==> src/rtl/bound_flasher_param.sv <==
// bound_flasher_param: parametrised bound-flasher lamp sequencer with a
// rise/fall FSM, a thermometer level counter and a step prescaler.
// Ports: clk, rst (sync, active-high), flick (start/kickback request),
//        lamp[WIDTH] (registered drive), level (lit-lamp count),
//        busy (state != IDLE), done (one-cycle end-of-sequence pulse).
// Optional: define BOUND_FLASHER_BLINK_EN to add a BLINK tail after DN_C.
module bound_flasher_param #(
    parameter int WIDTH     = 16,
    parameter int STEP_DIV  = 1,
    parameter int LVL_A     = 6,
    parameter int LVL_B     = 11,
    parameter int LVL_LOW   = 5,
    parameter int KB_LO     = 5,
    parameter int KB_HI     = 10,
    parameter int BLINK_CNT = 2
) (
    input  logic                         clk,
    input  logic                         rst,
    input  logic                         flick,
    output logic [WIDTH-1:0]             lamp,
    output logic [$clog2(WIDTH+1)-1:0]   level,
    output logic                         busy,
    output logic                         done
);
    localparam int LW = $clog2(WIDTH + 1);
    localparam int PW = (STEP_DIV > 1) ? $clog2(STEP_DIV) : 1;
    localparam logic [WIDTH-1:0] ALL1 = '1;

    if (!(WIDTH >= 4 && STEP_DIV >= 1 && BLINK_CNT >= 1 &&
          LVL_A > 0 && LVL_A <= WIDTH &&
          KB_LO > 0 && KB_LO < KB_HI && KB_HI < LVL_B && LVL_B <= WIDTH &&
          LVL_LOW < KB_HI)) begin : g_bad_params
        $error("bound_flasher_param: illegal parameter set");
    end

    typedef enum logic [2:0] {
        S_IDLE,
        S_UP_A,
        S_DN_A,
        S_UP_B,
        S_DN_B,
        S_UP_C,
        S_DN_C
`ifdef BOUND_FLASHER_BLINK_EN
        , S_BLINK
`endif
    } state_t;

    state_t           state_q, state_d;
    logic [LW-1:0]    level_q, level_d;
    logic [PW-1:0]    pre_q, pre_d;
    logic [WIDTH-1:0] lamp_q, lamp_d;
    logic             done_q, done_d;
    logic             tick;

`ifdef BOUND_FLASHER_BLINK_EN
    localparam int BW = $clog2(2 * BLINK_CNT) + 1;
    logic [BW-1:0]    bcnt_q, bcnt_d;
    logic [WIDTH-1:0] blink_lamp;
`endif

    assign tick = (pre_q == PW'(STEP_DIV - 1));

    always_comb begin
        state_d = state_q;
        level_d = level_q;
        done_d  = 1'b0;
        // Prescaler idles at zero, so entry from IDLE starts a full period.
        if (state_q == S_IDLE || tick) pre_d = '0;
        else                           pre_d = pre_q + PW'(1);
`ifdef BOUND_FLASHER_BLINK_EN
        bcnt_d     = bcnt_q;
        blink_lamp = lamp_q;
`endif
        unique case (state_q)
            S_IDLE: begin
                if (flick) state_d = S_UP_A;
            end
            S_UP_A: if (tick) begin
                level_d = level_q + LW'(1);
                if (level_d == LW'(LVL_A)) state_d = S_DN_A;
            end
            S_DN_A: if (tick) begin
                level_d = level_q - LW'(1);
                if (level_d == '0) state_d = S_UP_B;
            end
            S_UP_B: if (tick) begin
                if (flick && (level_q == LW'(KB_LO) ||
                              level_q == LW'(KB_HI))) begin
                    level_d = level_q - LW'(1);
                    // A kickback from level 1 already sits at the DN_A floor.
                    state_d = (level_d == '0) ? S_UP_B : S_DN_A;
                end else begin
                    level_d = level_q + LW'(1);
                    if (level_d == LW'(LVL_B)) state_d = S_DN_B;
                end
            end
            S_DN_B: if (tick) begin
                level_d = level_q - LW'(1);
                if (level_d == LW'(LVL_LOW)) state_d = S_UP_C;
            end
            S_UP_C: if (tick) begin
                if (flick && level_q == LW'(KB_HI)) begin
                    level_d = level_q - LW'(1);
                    state_d = (level_d == LW'(LVL_LOW)) ? S_UP_C : S_DN_B;
                end else begin
                    level_d = level_q + LW'(1);
                    if (level_d == LW'(WIDTH)) state_d = S_DN_C;
                end
            end
            S_DN_C: if (tick) begin
                level_d = level_q - LW'(1);
                if (level_d == '0) begin
`ifdef BOUND_FLASHER_BLINK_EN
                    state_d = S_BLINK;
                    bcnt_d  = '0;
`else
                    state_d = S_IDLE;
                    done_d  = 1'b1;
`endif
                end
            end
`ifdef BOUND_FLASHER_BLINK_EN
            S_BLINK: if (tick) begin
                if (bcnt_q == BW'(2 * BLINK_CNT - 1)) begin
                    state_d    = S_IDLE;
                    done_d     = 1'b1;
                    bcnt_d     = '0;
                    blink_lamp = '0;
                end else begin
                    bcnt_d     = bcnt_q + BW'(1);
                    // Even ticks light everything, odd ticks blank.
                    blink_lamp = bcnt_q[0] ? '0 : ALL1;
                end
            end
`endif
            default: state_d = S_IDLE;
        endcase
        lamp_d = ~(ALL1 << level_d);
`ifdef BOUND_FLASHER_BLINK_EN
        if (state_q == S_BLINK) lamp_d = blink_lamp;
`endif
    end

    always_ff @(posedge clk) begin
        if (rst) begin
            state_q <= S_IDLE;
            level_q <= '0;
            pre_q   <= '0;
            lamp_q  <= '0;
            done_q  <= 1'b0;
        end else begin
            state_q <= state_d;
            level_q <= level_d;
            pre_q   <= pre_d;
            lamp_q  <= lamp_d;
            done_q  <= done_d;
        end
    end

`ifdef BOUND_FLASHER_BLINK_EN
    always_ff @(posedge clk) begin
        if (rst) bcnt_q <= '0;
        else     bcnt_q <= bcnt_d;
    end
`endif

    assign lamp  = lamp_q;
    assign level = level_q;
    assign busy  = (state_q != S_IDLE);
    assign done  = done_q;

    a_level_max: assert property (@(posedge clk) disable iff (rst)
        level_q <= LW'(WIDTH));
    a_no_underflow: assert property (@(posedge clk) disable iff (rst)
        !(tick && level_q == '0 &&
          (state_q == S_DN_A || state_q == S_DN_B || state_q == S_DN_C)));
    a_no_overflow: assert property (@(posedge clk) disable iff (rst)
        !(tick && level_q == LW'(WIDTH) &&
          (state_q == S_UP_A || state_q == S_UP_B || state_q == S_UP_C)));

endmodule
==> config.mk <==
export PLATFORM = sky130hd
export DESIGN_NAME = bound_flasher_param
export DESIGN_NICKNAME = d
export VERILOG_FILES = /design/src/rtl/bound_flasher_param.sv
export SDC_FILE = /design/constraint.sdc
export NUM_CORES = 1
export LEC_CHECK = 0
export ABC_AREA = 1
export CORE_MARGIN = 8
export CORE_UTILIZATION = 50
export CTS_BUF_LIST = sky130_fd_sc_hd__clkbuf_4
export DETAILED_ROUTE_END_ITERATION = 10
export GPL_TIMING_DRIVEN = 0
export MAX_ROUTING_LAYER = met4
export PLACE_DENSITY = 0.74
export SLEW_MARGIN = 25
export SYNTH_ARGS = -nofsm -noshare
export SYNTH_HDL_FRONTEND = slang
export SYNTH_SLANG_ARGS = --single-unit
==> constraint.sdc <==
create_clock -name clk -period 4.5 [get_ports clk]
set_input_delay 0.9 -clock clk [delete_from_list [all_inputs] [get_ports clk]]
set_output_delay 0.9 -clock clk [all_outputs]
set_load 0.01 [all_outputs]
# ---- Word level (Yosys, flattened, before mapping)
# Cells that the tools add are included.
dict set report totals {
  word_cells 74
  in_bits 3
  output_inout_bits 23
  reg_bits 26
}
dict set report op_classes {
  shift 1
  n_eq_ne 25
  bitwise_logic 3
  add_sub_neg 3
  reduce_logical 11
  muxes 26
}
# op n
set ops {}
lappend ops {{two-way mux 3 bit} 15}
lappend ops {{two-way mux 5 bit} 6}
lappend ops {{inequality test 2 bit, second input constant} 11}
lappend ops {{one-hot mux 3 bit (7 select lines)} 1}
lappend ops {{one-hot mux 5 bit (4 select lines)} 1}
lappend ops {{NOT 16 bit} 1}
lappend ops {{<< shifter 16 x 5 -> 16 bit, first input constant} 1}
lappend ops {{== test 5 x 3 -> 1 bit, second input constant} 3}
lappend ops {{AND reduction 13 bit} 1}
lappend ops {{== test 5 x 4 -> 1 bit, second input constant} 2}
lappend ops {{== test 3 bit, second input constant} 3}
lappend ops {{== test 3 x 2 -> 1 bit, second input constant} 2}
lappend ops {{inequality test 3 bit, second input constant} 2}
lappend ops {{OR reduction 3 bit} 2}
lappend ops {{adder 5 x 1 -> 5 bit, second input constant} 1}
lappend ops {{== test 5 bit, second input constant} 1}
lappend ops {{logical NOT 5 bit} 1}
lappend ops {{subtractor 5 x 1 -> 5 bit, second input constant} 1}
lappend ops {{== test 3 x 1 -> 1 bit, second input constant} 1}
lappend ops {{logical NOT 3 bit} 1}
lappend ops {{two-way mux 1 bit} 3}
lappend ops {{nonzero test 3 bit} 1}
lappend ops {{logical AND 1 bit} 2}
lappend ops {{logical OR 1 bit} 2}
lappend ops {{other kinds (3)} 4}

# ---- Longest topological paths before layout
dict set report logic_depth {
  depth_word 8
  mapped_depth 15
}

# ---- Worst setup path after synthesis
# No wires, ideal clock.
dict set report synth_path {
  kind {input to register}
  startpoint {input flick}
  endpoint {register lamp_q[0] (netlist: lamp[0])}
  stages 12
  setup_time_ns 0.130
  t_arrival_ns 1.869
  required_time_ns 4.370
  slack_ns 2.501
  cell_sequence {nand2_1 > nor2_2 > nand2_2 > nand3_1 > nand2_1 > nand2_1 > nand2_1 > nand2_1 > nand3_2 > nand2_2 > buf_6 > o211ai_1}
}
dict set report synth_via {
  elab_chain_cells 6
  word_cells_on_any_way 9
  classes_between {shift (1); mux (5); bitwise (1); reduce/logical (2)}
}
# element line
set synth_lines {}
lappend synth_lines {{from (decl)} 19} ;# input logic flick,
lappend synth_lines {{logical AND 1 bit, on equally long branches} {103, 88}}
lappend synth_lines {{two-way mux 5 bit, on equally long branches} {103, 88}}
lappend synth_lines {{two-way mux 5 bit, on equally long branches} {102, 87}}
lappend synth_lines {{one-hot mux 5 bit (4 select lines) *} 75} ;# unique case (state_q)
lappend synth_lines {{<< shifter 16 x 5 -> 16 bit *} 139} ;# lamp_d = ~(ALL1 << level_d);
lappend synth_lines {{NOT 16 bit *} 139}
lappend synth_lines {{to (signal assigned)} 156} ;# lamp_q <= lamp_d;
lappend synth_lines {{to (decl)} 52} ;# logic [WIDTH-1:0] lamp_q, lamp_d;
# Every way passes the cells marked *; elsewhere a longest branch is shown, timed or not.
# A chain may end at the register's enable or synchronous reset.

# ---- Final worst setup path
# Same ends and word-level chain as after synthesis.

==> results.cfg <==
[outcome]
status = finished, final reports clean

[sta]
drv_slew = 0
min_period_over_period = 0.554
setup_violations = 0
rsz0062_at_grt = no
tns_ns = 0
clock.fmax_mhz = 401
finalClockSkew_ns = 0.0169
holdWs_ns = 0.596
setup_ws_ns = 2.01
final_hold_viol_count = 0
finalWorstPathRequiredPeriod_ns = 2.49

[final_layout]
area_delta_synth_final_pct = 20.8
diodes = 0
fin_area_um2 = 1870
fin_util = 0.621
final_cell_count_no_fill = 293
layout_common_cells = 47 x nand2_1, 35 x nor2_1, 30 x nand3_1, 26 x inv_1
drive_gt1_frac = 0.135
fin_nets = 270
final_common_cell = nand2_1

[route]
met1_length_mm = 1.56
drtIter0Drc = 36
drcViolationCount = 0
wirelength_mm = 3.39
ant_nets = 0
first_pass_iters = 4
wl_met2_mm = 1.65
vias = 1474
wl_per_cell_um = 11.6
viasPerCell = 5.03
wl_met3_um = 147
top_layer_used = met4

[floorplanning]
dieArea_um2 = 5120
core.rowCount = 20
num_io_pins = 26
die_y_um = 71.6
chipWidth_um = 71.6
core_um2 = 3000
initial_core_util = 0.514

[critical_path]
cp.arrival_ns = 2.69
cp-end-kind = flop
worstPathMaxFanout = 10
worst-endpoint-required_ns = 4.70
crit_type = in2reg
r2r_slack_ns = 2.31
setup.worst_path.start_class = input port

[clock_tree]
clkLatencyLatePin_ns = 0.32
cts_tree = built
tritoncts.num_buffers = 3
cts_buffer_depth = 2
clock_sink_count = 25
h-tree-depth = 1
postCtsHoldBufs = 0
cts-resized-gates = 0
clockRootBuffer = clkbuf_4
path_clk_slew_ns = 0.15
post_cts_buffers = 0

[global_routing]
grt_usage = 0.140
overflow = 0
grt_pass1_vias = 1332
grt_max_degree = 16
grt_pass1_wl_mm = 5.73
antenna_found_initial = 0

[power_and_ir_drop]
p_per_area_nw_per_um2 = 767
finalPower_mw = 1.43
leakagePower_nw = 0.939
ir_worst_vdd_v = 0.000394

[placed_design]
dp_hpwl_mm = 2.76
port_buffers = 25
dpl_cell_area_um2 = 1840
pre_cts_slack_ns = 1.68
dp.cells = 289
place.gp.congestion = 0.903

[yosys]
syn_inst = 231
syn_nets = 240
synth_top_area_frac = 0.324
yosys.area.top_type = dfxtp_1
syn_area_per_cell_um2 = 6.68
yosysWarnings = 0
ys_top_cells_by_area = dfxtp_1 32%, nand2_1 11%, nand3_1 9.7%
ys_ff_latch = 25
ys_seq_area_frac = 0.324
syn_area_um2 = 1540
ys_types = 29

[hold_path]
holdCritPathClass = reg2reg

[job]
drv_cap = 0
-- sequential cells by signal, summed over array words and instances, names as in the netlist --
signal and count:
state_q 3, lamp 15, pre_q 1, done 1
level 5
-- per-layer routing --
| metal | GRT usage | vias to the layer above |
|---|---|---|
| met5 | - | - |
| met3 | 0.0251 | 4 |
| met1 | 0.160 | 658 |
| met4 | 0.0272 | 0 |
| met2 | 0.249 | 30 |
| li1 | - | 782 |
-- synthesized netlist by cell type --
cell and count:
nand4_1 5, nor2_2 2, dfxtp_1 25, nor2_1 35, buf_6 2, nand2_2 5
inv_2 10, nor3_1 3, o21ai_1 4, clkinv_1 2, o21ai_0 1, nand3_2 3
o22ai_1 1, a21oi_2 2, a21oi_1 5, o211ai_1 3, o21bai_1 1, inv_1 26
nand2_1 47, xor2_2 2, nor3_2 1, nor2_4 1, ha_1 6, conb_1 1
nand3_1 30, xor2_1 2, and2_1 1, xnor2_1 2, buf_4 3
-- cells by family after synthesis --
logic type,after synthesis,share of synthesized area
AO/OA/AOI/OAI,17,0.0673
XOR/XNOR,6,0.0438
adder cells (fa/ha/maj),6,0.0486
buffers and inverters,43,0.122
flip-flops,25,0.324
other,1,0.00243
AND/OR/NAND/NOR,133,0.392
-- worst paths after layout --
path / cells after the start / to / from
worst max-delay path: 13 / lamp[0]$_SDFF_PP0_ / flick
worst min register to register: 2 / state_q[1]$_SDFFE_PP0P_ / state_q[1]$_SDFFE_PP0P_
worst min-delay path: 2 / state_q[1]$_SDFFE_PP0P_ / state_q[1]$_SDFFE_PP0P_
worst max register to register: 13 / lamp[0]$_SDFF_PP0_ / level[1]$_SDFF_PP0_
-- critical path, cell delays in order --
cell	delay [ns]
clkdlybuf4s50_1	0.54
nand2_1	0.09
nor2_2	0.11
nand2_2	0.09
nand3_1	0.20
nand2_1	0.13
nand2_1	0.07
nand2_1	0.04
nand2_1	0.10
nand3_2	0.11
nand2_2	0.09
buf_6	0.14
o211ai_1	0.08
-- layout make-up --
class	instances	area [um^2]
plain buffers	5	45.0
clock buffers	3	22.5
clock inverters	1	7.51
fillers	291	1140
inverters	38	143
multi-input cells	163	856
flip-flops and latches	25	500
well taps	33	41.3
repair buffers	25	250
-- report_power, final --
part | total [mW] | switching, mW | internal [mW]
logic | 0.968 | 0.574 | 0.395
registers | 0.362 | 0.0615 | 0.300
clock network | 0.101 | 0.0671 | 0.0339
total | 1.43 | 0.703 | 0.729
Note: power is estimated with default switching activity, not from simulation.
